### config.mk
export PLATFORM = sky130hd
export DESIGN_NAME = imem_loader
export DESIGN_NICKNAME = d
export VERILOG_FILES = /design/src/rtl/imem_loader.sv
export SDC_FILE = /design/constraint.sdc
export NUM_CORES = 1
export LEC_CHECK = 0
export BUFFER_PORTS_ARGS = -buffer_cell sky130_fd_sc_hd__buf_4
export CAP_MARGIN = 15
export CORE_AREA = 2 2 106 108
export DETAILED_ROUTE_END_ITERATION = 7
export DIE_AREA = 0 0 108 110
export GPL_TIMING_DRIVEN = 1
export SLEW_MARGIN = 10
export SYNTH_ARGS = -nofsm -noshare
export SYNTH_HDL_FRONTEND = slang
export SYNTH_SLANG_ARGS = --single-unit
### constraint.sdc
create_clock -name clk -period 10.6 [get_ports clk]
set_clock_uncertainty 0.15 [all_clocks]
set_input_delay 1.59 -clock clk [delete_from_list [all_inputs] [get_ports clk]]
set_output_delay 1.59 -clock clk [all_outputs]
set_load 0.03 [all_outputs]
### src/rtl/imem_loader.sv
// imem_loader
//
// Boot-time writer for the instruction memory. A byte stream arrives over a
// valid/ready handshake in the form LEN_LO, LEN_HI, N*4 data bytes (each
// word little-endian), then one checksum byte equal to the XOR of all data
// bytes. Data words are written to consecutive word addresses starting at 0.
// The core is held in reset until a load completes with a matching checksum.
//
// Ports
//   clk           single clock, rising edge
//   rst           asynchronous, active-high reset
//   start         one-cycle pulse, begins a load from IDLE/DONE/ERROR
//   byte_valid    source presents a byte on byte_data
//   byte_data     stream byte
//   byte_ready    loader accepts a byte this cycle (state-only decode)
//   imem_we       registered one-cycle write strobe
//   imem_addr     word address of the write, held until the next write
//   imem_wdata    write data, held until the next write
//   cpu_rst_hold  high keeps the core in reset; low only in DONE
//   done          load finished and checksum matched
//   err           length overflow or checksum mismatch
//
// state    | meaning
// ---------+-----------------------------------------------------------
// IDLE     | after reset, waiting for start
// LEN_LO   | waiting for word count bits 7:0
// LEN_HI   | waiting for word count bits 15:8, range check on transfer
// DATA     | assembling words, one write per 4 bytes
// CHECK    | waiting for the checksum byte
// DONE     | image loaded and verified, core released
// ERROR    | overflow or checksum mismatch, core held

module imem_loader #(
    parameter int ADDR_W = 8
) (
    input  logic              clk,
    input  logic              rst,
    input  logic              start,
    input  logic              byte_valid,
    input  logic [7:0]        byte_data,
    output logic              byte_ready,
    output logic              imem_we,
    output logic [ADDR_W-1:0] imem_addr,
    output logic [31:0]       imem_wdata,
    output logic              cpu_rst_hold,
    output logic              done,
    output logic              err
);

    localparam logic [2:0] S_IDLE   = 3'd0;
    localparam logic [2:0] S_LEN_LO = 3'd1;
    localparam logic [2:0] S_LEN_HI = 3'd2;
    localparam logic [2:0] S_DATA   = 3'd3;
    localparam logic [2:0] S_CHECK  = 3'd4;
    localparam logic [2:0] S_DONE   = 3'd5;
    localparam logic [2:0] S_ERROR  = 3'd6;

    // Capacity is 2^ADDR_W words, so a full image needs one extra count bit.
    localparam logic [16:0]       MAX_WORDS = 17'(1) << ADDR_W;
    localparam logic [ADDR_W:0]   WORD_ONE  = (ADDR_W+1)'(1);
    localparam logic [ADDR_W-1:0] ADDR_ONE  = ADDR_W'(1);

    logic [2:0]        state;
    logic [2:0]        state_nxt;
    logic [7:0]        len_lo;
    logic [ADDR_W:0]   words_left;
    logic [ADDR_W-1:0] word_idx;
    logic [1:0]        byte_cnt;
    logic [7:0]        acc;
    logic [23:0]       word_buf;

    logic              xfer;
    logic              start_load;
    logic [16:0]       len_full;
    logic              len_ovf;
    logic              len_zero;
    logic              word_complete;
    logic              last_word;

    assign byte_ready = (state == S_LEN_LO) || (state == S_LEN_HI) ||
                        (state == S_DATA)   || (state == S_CHECK);
    assign xfer       = byte_valid & byte_ready;

    assign start_load = start && ((state == S_IDLE) || (state == S_DONE) ||
                                  (state == S_ERROR));

    assign len_full      = {1'b0, byte_data, len_lo};
    assign len_ovf       = len_full > MAX_WORDS;
    assign len_zero      = len_full == 17'd0;
    assign word_complete = byte_cnt == 2'd3;
    // Terminal count of the remaining-words down-counter.
    assign last_word     = words_left == WORD_ONE;

    assign done         = state == S_DONE;
    assign err          = state == S_ERROR;
    assign cpu_rst_hold = state != S_DONE;

    always_comb begin
        state_nxt = state;
        case (state)
            S_IDLE, S_DONE, S_ERROR: begin
                if (start) begin
                    state_nxt = S_LEN_LO;
                end
            end
            S_LEN_LO: begin
                if (xfer) begin
                    state_nxt = S_LEN_HI;
                end
            end
            S_LEN_HI: begin
                if (xfer) begin
                    if (len_ovf) begin
                        state_nxt = S_ERROR;
                    end else if (len_zero) begin
                        state_nxt = S_CHECK;
                    end else begin
                        state_nxt = S_DATA;
                    end
                end
            end
            S_DATA: begin
                if (xfer && word_complete && last_word) begin
                    state_nxt = S_CHECK;
                end
            end
            S_CHECK: begin
                if (xfer) begin
                    state_nxt = (byte_data == acc) ? S_DONE : S_ERROR;
                end
            end
            default: begin
                state_nxt = S_IDLE;
            end
        endcase
    end

    always_ff @(posedge clk or posedge rst) begin
        if (rst) begin
            state <= S_IDLE;
        end else begin
            state <= state_nxt;
        end
    end

    always_ff @(posedge clk or posedge rst) begin
        if (rst) begin
            len_lo     <= 8'd0;
            words_left <= '0;
            word_idx   <= '0;
            byte_cnt   <= 2'd0;
            acc        <= 8'd0;
            word_buf   <= 24'd0;
            imem_we    <= 1'b0;
            imem_addr  <= '0;
            imem_wdata <= 32'd0;
        end else begin
            imem_we <= 1'b0;

            if (start_load) begin
                words_left <= '0;
                word_idx   <= '0;
                byte_cnt   <= 2'd0;
                acc        <= 8'd0;
            end

            case (state)
                S_LEN_LO: begin
                    if (xfer) begin
                        len_lo <= byte_data;
                    end
                end
                S_LEN_HI: begin
                    // On overflow the loaded count is never used.
                    if (xfer) begin
                        words_left <= len_full[ADDR_W:0];
                    end
                end
                S_DATA: begin
                    if (xfer) begin
                        acc      <= acc ^ byte_data;
                        byte_cnt <= byte_cnt + 2'd1;
                        if (word_complete) begin
                            imem_we    <= 1'b1;
                            imem_addr  <= word_idx;
                            imem_wdata <= {byte_data, word_buf};
                            // word_idx may roll over after the very last
                            // word of a full image; it is not used again.
                            word_idx   <= word_idx + ADDR_ONE;
                            words_left <= words_left - WORD_ONE;
                        end else begin
                            // Bytes enter at the top and shift down, so the
                            // first byte of the word ends up in bits 7:0.
                            word_buf <= {byte_data, word_buf[23:8]};
                        end
                    end
                end
                default: begin
                end
            endcase
        end
    end

endmodule
======== After elaboration in Yosys (flattened, before gate mapping) ========
Cells that the tools add are included.
storage, ports and cells
  bits in registers ....................... 103
  bits in latches ......................... 0
  memory bits (writable) .................. 0
  memory bits (read-only) ................. 0
  input bits .............................. 12
  logic and storage cells ................. 74
  memories ................................ 0
cells by class
  add/subtract/negate cells ............... 3
  $mul .................................... 0
  div/mod/pow operators ................... 0
  order comparisons ....................... 1
  equality and inequality tests ........... 15
  shifts and indexed selects .............. 0
  mux-type cells .......................... 27
  bitwise gates (word level) .............. 3
  reductions and logical operators ........ 15
operators by type and width
  cell                 number
  $mux 8               7
  $mux 9               4
  $mux 3               7
  $pmux 9 s2           1
  $logic_not 17->1     1
  $gt 16x9->1 const B  1
  $pmux 3 s5           1
  $eq 3x3->1 const B   3
  $eq 9x1->1 const B   1
  $sub 9x1->9 const B  1
  $add 8x1->8 const B  1
  $eq 8x8->1           1
  $mux 2               4
  $ne 2x2->1 const B   4
  $xor 8x8->8          1
  $eq 3x2->1 const B   2
  $reduce_and 3->1     2
  $logic_or 1x1->1     5
  $reduce_and 5->1     1
  $eq 3x1->1 const B   1
  $logic_and 1x1->1    3
  $logic_not 3->1      1
  $mux 1               3
  $ne 3x3->1 const B   1
  other kinds (7)      7

======== Depth between registers and ports, before layout ========
  word-level depth ........................ 9
  gate-level depth with buffers ........... 9
  mapped depth without buffers ............ 7

======== Worst setup path before layout ========
Ideal clock, no wire load.
  kind .................................... input-to-reg
  start point ............................. input byte_valid
  end point ............................... register state[1]
  setup time .............................. 126 ps
  arrival time ............................ 2703 ps
  data required time ...................... 10324 ps
  setup slack ............................. 7621 ps
  stages .................................. 6
  path buffers ............................ 1
  path through ............................ buf_4 > inv_1 > a211oi_2 > a32oi_1 > or2_1 > a221o_1
on the way
  word-level cells in the longest chain between the ends .. 5
RTL lines
  what                                   RTL line  source
  from (decl)                            39        input logic byte_valid,
  $and 1x1->1 (*)                        82        assign xfer = byte_valid & byte_ready;
  $logic_and 1x1->1 (2 in a row)         123       if (xfer && word_complete && last_word) begin
  $ne 2x1->1 (no source line)            n/a
  $reduce_and 5->1 (no source line) (*)  n/a
  to (signal assigned)                   142       state <= state_nxt;
  to (decl)                              63        logic [2:0] state;
Every way passes the cells marked *; elsewhere a longest branch is shown, timed or not.
A chain may end at the register's enable or synchronous reset.

======== Worst setup path in the final report ========
  start point ............................. input byte_valid
  end point ............................... register word_idx[7]
on the way
  word-level cells in the longest chain between the ends .. 3
RTL lines
  what                  RTL line  source
  $and 1x1->1           82
  $mux 8                180       if (xfer) begin
  $mux 8                167       case (state)
  to (signal assigned)  189       word_idx <= word_idx + ADDR_ONE;
  to (decl)             67        logic [ADDR_W-1:0] word_idx;
No other way between the ends.

==> flow_metrics.py <==
metrics = {
    "status": {
        "status": "completed",
    },
    "clocking": {
        "cts_resized": 0,
        "path_clk_slew_ns": 0.10,
        "ctsHtreeMaxLevel": 3,
        "clock_sinks": 103,
        "root_buffer": "clkbuf_8",
        "postCtsSetupRepairBufs": 0,
        "numCtsBuffers": 9,
        "cts_buffer_depth": 2,
        "cts_tree": "built",
        "hold_buffers": 0,
        "insertion_delay_ns": 0.36,
    },
    "global_route": {
        "grt_pass1_vias": 3466,
        "grt_pass1_wl_mm": 17.19,
        "grt_max_degree": 75,
        "grt_usage": 0.1841,
        "grt-ovfl-total": 0,
        "grt_antenna_before_repair": 0,
    },
    "floorplan": {
        "core_um2": 10700,
        "rows": 38,
        "floorplan.initialDensity": 0.4420,
        "die-area_um2": 11880,
        "die_h_um": 110,
        "die_x_um": 108,
        "io_pins": 57,
    },
    "synth": {
        "avgSynthCellArea_um2": 9.830,
        "synth_area_leader_cell": "dfrtp_1",
        "synth-async-reset-ratio": 1.000,
        "syn_area_um2": 4728,
        "synth_warnings": 0,
        "synth_top_area_share": 0.5451,
        "synth_edf_count": 0,
        "ys_seq_area_frac": 0.5451,
        "synth_seq_cells": 103,
        "synth.distinct_cells": 55,
        "syn_inst": 481,
        "synth_nets": 497,
        "synthTopCellsByArea": "dfrtp_1 (55%), nand2_1 (12%), mux2_2 (7.4%)",
        "synth_flop_cell": "dfrtp_1",
    },
    "critical_path": {
        "crit_arrival_ns": 4.16,
        "crit_required_ns": 10.70,
        "startpoint_type": "primary input",
        "crit_fanout": 51,
        "r2r_cells": 6,
        "cp-end-kind": "register",
        "critPathKind": "in -> reg",
    },
    "final_layout": {
        "nFillCells": 1004,
        "finalNetCount": 542,
        "regArea_um2": 2577,
        "area_growth_pct": 13.71,
        "multi_input_comb_area_um2": 1968,
        "diodes": 0,
        "final_cells": 671,
        "drive_gt1_frac": 0.2166,
    },
    "routing": {
        "drt_iter0_markers": 213,
        "route.detailed.drc": 0,
        "final_antenna_net_count": 0,
        "drt-pass1-iter-count": 5,
        "post_drt_via_cell_ratio": 5.311,
        "wl_per_cell_um": 14.99,
        "wl_mm": 10.06,
        "vias": 3564,
    },
    "power": {
        "peakVddDrop_uv": 115.3,
        "pwr_density_cell_nw_per_um2": 238.2,
        "p_leak_nw": 2.631,
        "totalPowerFinal_mw": 1.281,
    },
    "hold_path": {
        "hold_depth": 2,
        "min_path_type": "reg -> reg",
    },
    "flow_run": {
        "drv_cap": 0,
    },
    "sta": {
        "min_period_ns": 4.060,
        "max_slew_margin": 0.3588,
        "setup_viol": 0,
        "finalHoldViolCount": 0,
        "setup_tns_ns": 0,
        "fin_crit_sh": 0.3830,
        "drv_slew": 0,
        "setup_slack_ns": 6.540,
        "max_freq_mhz": 246.3,
        "tightest_slew_ns": 0.9584,
        "grt_setup_unrepaired": "false",
    },
    "placed_design": {
        "place_hpwl_mm": 6.784,
        "io_buffers": 56,
        "place_congestion": 0.8614,
        "preCtsSetupSlack_ns": 6.097,
        "dp.cells": 655,
    },
}
-- cell usage in the layout (no fill, tap or decap), types with 5 or more instances in the layout --
cell type  synthesis  layout
a21oi_1           10      10
buf_4              4      57
clkbuf_8           0      10
dfrtp_1          103     103
inv_1             13      12
mux2_2            31      31
nand2_1          147     147
nand2b_1           8       8
nand3_1            7       7
nor2_1            22      22
nor3_1             5       5
nor4_1             7       7
o211ai_1           5       5
o21ai_0           27      27
xnor2_1            6       6
-- critical path, stage by stage --
cell and delay [ns]:
buf_4 0.15, and4b_1 0.35, nand2_2 0.57, inv_2 0.85
nand4_2 0.26, o211ai_1 0.22, o31ai_1 0.09
-- cell type report --
class                      instances  share of cell area
inverter                          14             0.01024
tap                              140             0.03258
multi-input combinational        341              0.3661
clock buffer                      11             0.02630
sequential                       103              0.4794
timing repair buffer              57             0.07959
clock inverter                     5            0.005818
-- power by group --
group / switching [mW] / internal [mW] / total [mW] / leakage [nW]
clock network: 0.134 / 0.0918 / 0.226 / 0.0895
registers: 0.114 / 0.503 / 0.617 / 1.36
logic: 0.240 / 0.197 / 0.437 / 1.18
-- logic make-up (layout without fill, tap and decap cells) --
| kind of cell | Yosys count | after routing | synth area share |
|---|---|---|---|
| AO/OA/AOI/OAI | 76 | 76 | 0.1056 |
| buffers and inverters | 37 | 87 | 0.03863 |
| AND/OR/NAND/NOR | 221 | 221 | 0.2090 |
| multiplexers | 32 | 32 | 0.07621 |
| flip-flops | 103 | 103 | 0.5451 |
| adder cells (fa/ha/maj) | 4 | 4 | 0.01059 |
| XOR/XNOR | 8 | 8 | 0.01482 |
-- flip-flops by register name (all words and copies together), names as in the netlist --
name	count
words_left	9
imem_we	1
imem_wdata	32
imem_addr	8
acc	8
state	3
byte_cnt	2
word_idx	8
word_buf	24
len_lo	8
-- cells in the mapped netlist, drive strengths merged (2+ instances only) --
master  number
nand2      148
dfrtp      103
mux2        32
o21ai       32
nor2        23
buf         17
inv         14
a21oi       11
nand2b       8
nor4         8
nand3        7
clkbuf       6
xnor2        6
nand4        5
nor3         5
o211ai       5
and3         4
ha           4
o31ai        4
a221o        3
a22oi        3
o21a         3
o311ai       3
or3          3
a32oi        2
and2         2
nor2b        2
o221ai       2
xor2         2
-- metrics by stage --
| step | utilization | area [µm²] | hold WS [ns] |
|---|---|---|---|
| floorplan | - | 4728 | 0.2848 |
| global placement | 0.4864 | 5204 | 0.3018 |
| detailed placement | 0.4864 | 5204 | 0.3047 |
| CTS | 0.5026 | 5376 | 0.3283 |
| global route | 0.5026 | 5376 | 0.3544 |
| finish | 0.5026 | 5376 | 0.3203 |
-- metal layers --
layer	track usage	wire, µm
met5	0	0
met3	0.02234	369
met1	0.2708	4980
met2	0.2821	4579
met4	0.06593	130
-- path summary, 6_finish.rpt --
| path | start | end | slack, ns |
|---|---|---|---|
| max | byte_valid | word_idx[7] | 6.54 |
| min | word_buf[0] | imem_wdata[0] | 0.32 |
| max reg2reg | state[1] | word_idx[7] | 6.95 |
| min reg2reg | word_buf[0] | imem_wdata[0] | 0.32 |
| max in group asynchronous | rst | len_lo[7] | 7.98 |
| min in group asynchronous | rst | imem_wdata[0] | 1.06 |
Note: power is estimated with default switching activity, not from simulation.
